File: src/rtl/pc_gen.sv
// Fetch program-counter generator: sequential, branch, jump and trap sources,
// with stall/backpressure handling and a one-entry pending-redirect buffer.
module pc_gen #(
    parameter int              XLEN         = 32,
    parameter logic [XLEN-1:0] RESET_VECTOR = '0,
    parameter int              INSTR_BYTES  = 4
) (
    input  logic            clk,
    input  logic            reset,
    input  logic            stall_i,
    input  logic            fetch_ready_i,
    input  logic            branch_taken_i,
    input  logic [XLEN-1:0] branch_target_i,
    input  logic            jump_i,
    input  logic [XLEN-1:0] jump_target_i,
    input  logic            trap_i,
    input  logic [XLEN-1:0] trap_vector_i,
    output logic [XLEN-1:0] pc_o,
    output logic [XLEN-1:0] pc_plus_o,
    output logic            pc_valid_o,
    output logic            redirect_pending_o,
    output logic            misaligned_o
);

    typedef enum logic [1:0] {
        BOOT = 2'd0,
        RUN  = 2'd1,
        PEND = 2'd2
    } state_t;

    state_t          state_q, state_d;
    logic [XLEN-1:0] pc_q, pc_d;
    logic [XLEN-1:0] pend_tgt_q, pend_tgt_d;
    logic            pend_trap_q, pend_trap_d;

    logic            req;
    logic [XLEN-1:0] req_tgt;
    logic            may_overwrite;
    logic [XLEN-1:0] pc_plus;

    function automatic logic [XLEN-1:0] select_target(
        input logic            trap,
        input logic [XLEN-1:0] trap_vec,
        input logic            jump,
        input logic [XLEN-1:0] jump_tgt,
        input logic [XLEN-1:0] branch_tgt
    );
        if (trap)
            return trap_vec;
        else if (jump)
            return jump_tgt;
        else
            return branch_tgt;
    endfunction

    assign req     = trap_i | jump_i | branch_taken_i;
    assign req_tgt = select_target(trap_i, trap_vector_i, jump_i, jump_target_i, branch_target_i);
    assign pc_plus = pc_q + XLEN'(INSTR_BYTES);

    // A buffered trap target survives everything except a newer trap.
    assign may_overwrite = (state_q != PEND) || !pend_trap_q || trap_i;

    always_comb begin
        state_d     = state_q;
        pc_d        = pc_q;
        pend_tgt_d  = pend_tgt_q;
        pend_trap_d = pend_trap_q;

        if (state_q == BOOT) begin
            if (req) begin
                pend_tgt_d  = req_tgt;
                pend_trap_d = trap_i;
                state_d     = PEND;
            end else begin
                state_d = RUN;
            end
        end else if (stall_i) begin
            if (req) begin
                if (may_overwrite) begin
                    pend_tgt_d  = req_tgt;
                    pend_trap_d = trap_i;
                end
                state_d = PEND;
            end
        end else if (req) begin
            // The in-flight fetch is abandoned, so fetch_ready_i is ignored here.
            pc_d        = req_tgt;
            pend_tgt_d  = '0;
            pend_trap_d = 1'b0;
            state_d     = RUN;
        end else if (state_q == PEND) begin
            pc_d        = pend_tgt_q;
            pend_tgt_d  = '0;
            pend_trap_d = 1'b0;
            state_d     = RUN;
        end else if (fetch_ready_i) begin
            pc_d = pc_plus;
        end
    end

    always_ff @(posedge clk or posedge reset) begin
        if (reset) begin
            state_q     <= BOOT;
            pc_q        <= RESET_VECTOR;
            pend_tgt_q  <= '0;
            pend_trap_q <= 1'b0;
        end else begin
            state_q     <= state_d;
            pc_q        <= pc_d;
            pend_tgt_q  <= pend_tgt_d;
            pend_trap_q <= pend_trap_d;
        end
    end

    assign pc_o               = pc_q;
    assign pc_plus_o          = pc_plus;
    assign pc_valid_o         = (state_q != BOOT);
    assign redirect_pending_o = (state_q == PEND);
    assign misaligned_o       = (pc_q & XLEN'(INSTR_BYTES - 1)) != '0;

endmodule

File: config.mk
export PLATFORM = sky130hd
export DESIGN_NAME = pc_gen
export DESIGN_NICKNAME = d
export VERILOG_FILES = /design/src/rtl/pc_gen.sv
export SDC_FILE = /design/constraint.sdc
export NUM_CORES = 1
export LEC_CHECK = 0
export ABC_AREA = 1
export CAP_MARGIN = 15
export CELL_PAD_IN_SITES_DETAIL_PLACEMENT = 1
export CELL_PAD_IN_SITES_GLOBAL_PLACEMENT = 2
export CORE_MARGIN = 4
export CORE_UTILIZATION = 26
export CTS_CLUSTER_DIAMETER = 80
export CTS_CLUSTER_SIZE = 28
export DETAILED_ROUTE_END_ITERATION = 8
export HOLD_SLACK_MARGIN = 0.06
export PLACE_DENSITY_LB_ADDON = 0.05
export SYNTH_ARGS = -nofsm -noshare
export SYNTH_HDL_FRONTEND = slang
export SYNTH_SLANG_ARGS = --single-unit
File: constraint.sdc
create_clock -name clk -period 4.45 [get_ports clk]
set_input_delay 0.445 -clock clk [delete_from_list [all_inputs] [get_ports clk]]
set_output_delay 0.445 -clock clk [all_outputs]
set_load 0.01 [all_outputs]
* Word level (Yosys, flattened, before mapping)
Cells that the tools add are included.
** Operators by class
- Add/subtract/negate cells :: 1
- Multiply operators :: 0
- Divide/modulo/power cells :: 0
- $lt $le $gt $ge :: 0
- Equal/unequal tests :: 6
- Shift-type cells :: 0
- Muxes and demuxes :: 25
- Bitwise operators :: 4
- Reductions and logical operators :: 12
** Operator list (count)
- 32-bit two-way mux :: 12
- 32-bit by 3-bit adder with 32-bit output, second input constant :: 1
- 32-bit nonzero test :: 1
- 2-bit two-way mux :: 6
- 1-bit two-way mux :: 7
- 3-bit by 1-bit inequality test with 1-bit output, second input constant :: 2
- 3-bit nonzero test :: 2
- 2-bit inequality test, second input constant :: 2
- 4-bit AND reduction :: 1
- 2-bit nonzero test :: 2
- 3-bit AND reduction :: 1
- 2-bit equality test, second input constant :: 1
- 2-bit zero test :: 1
- 1-bit logical OR :: 2
- 2-bit by 1-bit inequality test with 1-bit output, second input constant :: 1
- 1-bit inverter :: 2
- 1-bit OR :: 2
- 2-bit AND reduction :: 1
- 1-bit zero test :: 1
** Storage, ports and cells
- Flip-flop bits (word level) :: 67
- Latch bits :: 0
- Bits in writable memories :: 0
- Bits in read-only memories :: 0
- Bits of input ports :: 103
- Output and inout port bits :: 67
- Word-level logic and storage cells :: 52
- Memories :: 0

* Longest topological paths before layout
- Depth in word-level cells :: 7
- Mapped depth :: 10
- Mapped depth without buffers :: 10

* Worst setup path before layout
No wires, ideal clock.
- Path type :: flip-flop to output port
- Start point :: register pc_q[2], in the netlist pc_o[2]
- End point :: output pc_plus_o[12]
- Arrival :: 1348 ps
- Required time :: 4005 ps
- Setup slack :: 2657 ps
- Cell stages (with the launch flop) :: 7
- Cell sequence :: dfrtp_1 -> ha_1 -> nand2_1 -> nor2_4 -> nand2_4 -> nor2_4 -> xor2_1
** On the way
- Cells in the longest elaborated chain, start to end :: 1
** Ends and longest elaborated chain
- start, declared :: RTL line 32 : logic [XLEN-1:0] pc_q, pc_d;
- start signal, assigned :: RTL line 109 : pc_q <= pc_d;
- 32-bit by 3-bit adder with 32-bit output :: RTL line 58 : assign pc_plus = pc_q + XLEN'(INSTR_BYTES);
- end, declared :: RTL line 19 : output logic [XLEN-1:0] pc_plus_o,
No other way between the ends.

* Worst setup path after layout
- Start point :: input trap_i
- End point :: register pc_q[25], in the netlist pc_o[25]
** On the way
- Cells in the longest elaborated chain, start to end :: 4
** Ends and longest elaborated chain
- start, declared :: RTL line 16 : input logic trap_i,
- 1-bit OR (2 in series) :: RTL line 56 : assign req = trap_i | jump_i | branch_taken_i;
- 3-bit nonzero test (no source line)
- 3-bit AND reduction (no source line)
Several ways; a longest one is shown, not always the timed one.
A chain may end at the register's enable or synchronous reset.

==> parameters.txt <==
Parameter                              Value

Finish
  Share of post-route cells with drive strength above 1    slightly below 7%
  Multi-input logic area    roughly 2600 sq um
  Final #Nets    between 900 and 1000
  Antenna Cells    0
  Commonest non-fill, non-tap cell in the layout    sky130_fd_sc_hd__nand2_1
  Commonest cells after routing, fill and taps aside    180 x sky130_fd_sc_hd__nand2_1, 169 x sky130_fd_sc_hd__clkdlybuf4s50_1, 104 x sky130_fd_sc_hd__nor2_1
  Number of filler cells placed in the layout    around 2100
  Post-synthesis to final-layout area growth    43.1%
  Area used by sequential logic in the layout    between 1500 and 2000 sq um
  Total non-filler cell area in the finished layout    6750 sq um

STA
  Minimum clock period    approximately 3100 ps
  Total setup violations reported at the end of the flow    0
  Unrepaired setup endpoints after global routing    no
  Final cycle utilization of the critical path    a little over two thirds
  Hold Vio Cnt, Final    0
  Slew headroom    between 30% and 40%
  Final setup skew    5.80 ps
  Slew Viols, Final    0
  Fmax achieved    around 320 MHz
  Final TNS setup    0 ps
  Pin slew with the least headroom to its limit    ~1000 ps

Clock network
  Clock Path Buffers    2
  Number of instances resized during post-cts repair    0
  Library cell used as clock root buffer    sky130_fd_sc_hd__clkbuf_16
  Insertion delay of the later-clocked pin in the worst-skew pair    roughly 330 ps
  CTS clk-pin slew, worst paths    roughly 50 ps
  Number of buffers created by CTS    9
  CTS Hold Bufs    0
  Clock tree from TritonCTS    done
  CTS sink cnt    67
  Deepest level of the CTS H-tree    3
  Number of post-CTS setup repair buffers    0

Detailed routing
  Met1 Wirelength    slightly below 9000 um
  Vias after detailed routing    roughly 5000
  Top sig layer    met4
  Total met3 wirelength after detailed routing    around 940 um
  Number of routed nets with antenna violations    0
  Average vias per placed instance    approximately 4.7
  Post-detailed-route wirelength per cell    between 15 and 20 um
  DRT Pass-1 Iters    4
  Total wirelength of the detailed-routed design    17700 um
  DRC marker count from the first detailed-route iteration    between 200 and 250
  Number of remaining DRC errors    0
  WL met2    a little under 8000 um

Synth
  Post-synthesis net count    roughly 800
  Synth Warn #    0
  Post-synthesis register bit count    between 60 and 70
  Mapped Avg Cell Area    6.90 sq um
  Sequential share of the synthesized area    ~36%
  Count of different cell masters after synthesis    34
  Netlist area before placement    approximately 4700 sq um
  Synthesized instance count    684

GRT
  First-pass GRT wire length    roughly 28000 um
  Via count of the first global-routing pass    about 5200
  Overall global routing resource usage    about 17%
  Antenna violations before repair    0
  Global-route congestion overflow total    0
  Largest net degree at the start of global routing    60

Worst setup path
  Critical path cell sequence    clkdlybuf4s50_1, inv_4, nand2_4, o21ai_2, buf_4, inv_1, nor2_1, a21oi_1
  Worst EP required    4640 ps
  Setup crit start kind    primary input
  Max incr delay on CP    640 ps
  Critical path peak fanout    59
  Signal arrival time at the worst endpoint    around 3300 ps
  Type of element capturing the critical path    register
  Critical path start-end classification    primary input to register
  Depth of the most critical reg-to-reg path    7
  Cell with the largest stage delay on the worst path    sky130_fd_sc_hd__clkdlybuf4s50_1

Hold path
  Hold Path Stages    2
  Worst Hold Class    register to register

Die
  X dimension of the die    143 um
  Initial core utilization    between 20% and 30%
  Cell row count    48
  Std-Cell Core Area    17500 sq um
  Area of the die    around 20000 sq um
  # IOs    170
  Die Y    around 140 um

Power and ir drop
  Power per unit of standard cell area    around 360 nW/um^2
  Leakage power total    between 0.003 and 0.004 uW
  Highest ir drop seen on vdd    around 0.18 mV

Placement
  Final weighted congestion of routability-driven global placement    between 0.8 and 0.9
  Post-DP HPWL    around 14000 um
  Cell area after placement    about 6500 sq um
  Number of buffer cells added on primary ports    approximately 170

Run status
  Run status    completed

Flow run
  Maximum Capacitance Violations    0
## logic make-up after synthesis
kind of cell             after synthesis  share of synthesized area (%)
XOR/XNOR                              15                           3.74
buffers and inverters                101                           10.1
AO/OA/AOI/OAI                        118                           13.7
flip-flops                            67                           35.5
AND/OR/NAND/NOR                      382                           36.7
adder cells (fa/ha/maj)                1                          0.265
## final cells by class
type	instances	share of cell area, %
repair buffers	174	25.6
clock buffers	13	3.71
well taps	225	4.17
multi-input cells	516	38.1
inverters	64	3.60
flip-flops and latches	67	24.8
## flip-flops by register name, indices dropped and copies added, names as in the netlist
register,flops
state_q,2
pc_o,32
pend_tgt_q,32
pend_trap_q,1
## cell usage after synthesis (all sizes together)
library cell	n	area (sq um)
nand2	190	753
nor2	121	602
dfrtp	67	1680
inv	64	243
a21oi	43	215
nand3	39	195
o21ai	38	194
buf	30	185
o22ai	28	175
nor3	21	105
xor2	11	141
clkbuf	7	46.3
nand3b	7	52.6
a31oi	6	37.5
xnor2	4	35.0
a22oi	2	15.0
and2	2	12.5
or2	2	12.5
ha	1	12.5
o31ai	1	7.51
## power breakdown
group          internal, uW  switching [uW]  leakage [uW]
Combinational           452             481       0.00208
Sequential              711             120      0.000797
Clock                   383             252      0.000122
Total                  1550             852       0.00300
## worst max-delay path, delay by kind of cell
| family | cells | cell delay, ps |
|---|---|---|
| buf+inv | 4 | 2070 |
| simple gates | 2 | 500 |
| compound gates | 2 | 250 |
## final timing paths
path                            slack, ps                          to                  startpoint
worst min-delay path                  520  pend_tgt_q[10]$_DFFE_PP0P_  pend_tgt_q[10]$_DFFE_PP0P_
max in group asynchronous            2910  pend_tgt_q[30]$_DFFE_PP0P_                       reset
worst max register to register       2170         pc_o[5]$_DFFE_PP0P_      state_q[0]$_DFFE_PP0P_
worst max-delay path                 1340        pc_o[25]$_DFFE_PP0P_                      trap_i
worst min register to register        520  pend_tgt_q[10]$_DFFE_PP0P_  pend_tgt_q[10]$_DFFE_PP0P_
min in group asynchronous             570         pc_o[5]$_DFFE_PP0P_                       reset
## metrics by stage
stage / util (%) / cells / hold slack (ps) / setup WS, ps / power (uW)
2_1_floorplan: - / 684 / 490 / 2320 / 1290
3_3_place_gp: 37.1 / 1046 / 503 / 1100 / 1760
3_5_place_dp: 37.1 / 1046 / 515 / 989 / 1790
4_1_cts: 38.5 / 1059 / 526 / 1350 / 2440
5_1_grt: 38.5 / 1059 / 554 / 1110 / 2560
6_report: 38.5 / 1059 / 525 / 1340 / 2400
## layer usage
metal | up-vias | GRT usage (%)
li1 | 2492 | -
met1 | 2333 | 25.5
met2 | 140 | 26.3
met3 | 12 | 3.05
met4 | 0 | 4.95
met5 | - | 0
No activity file was read; power rests on OpenSTA's default activity.
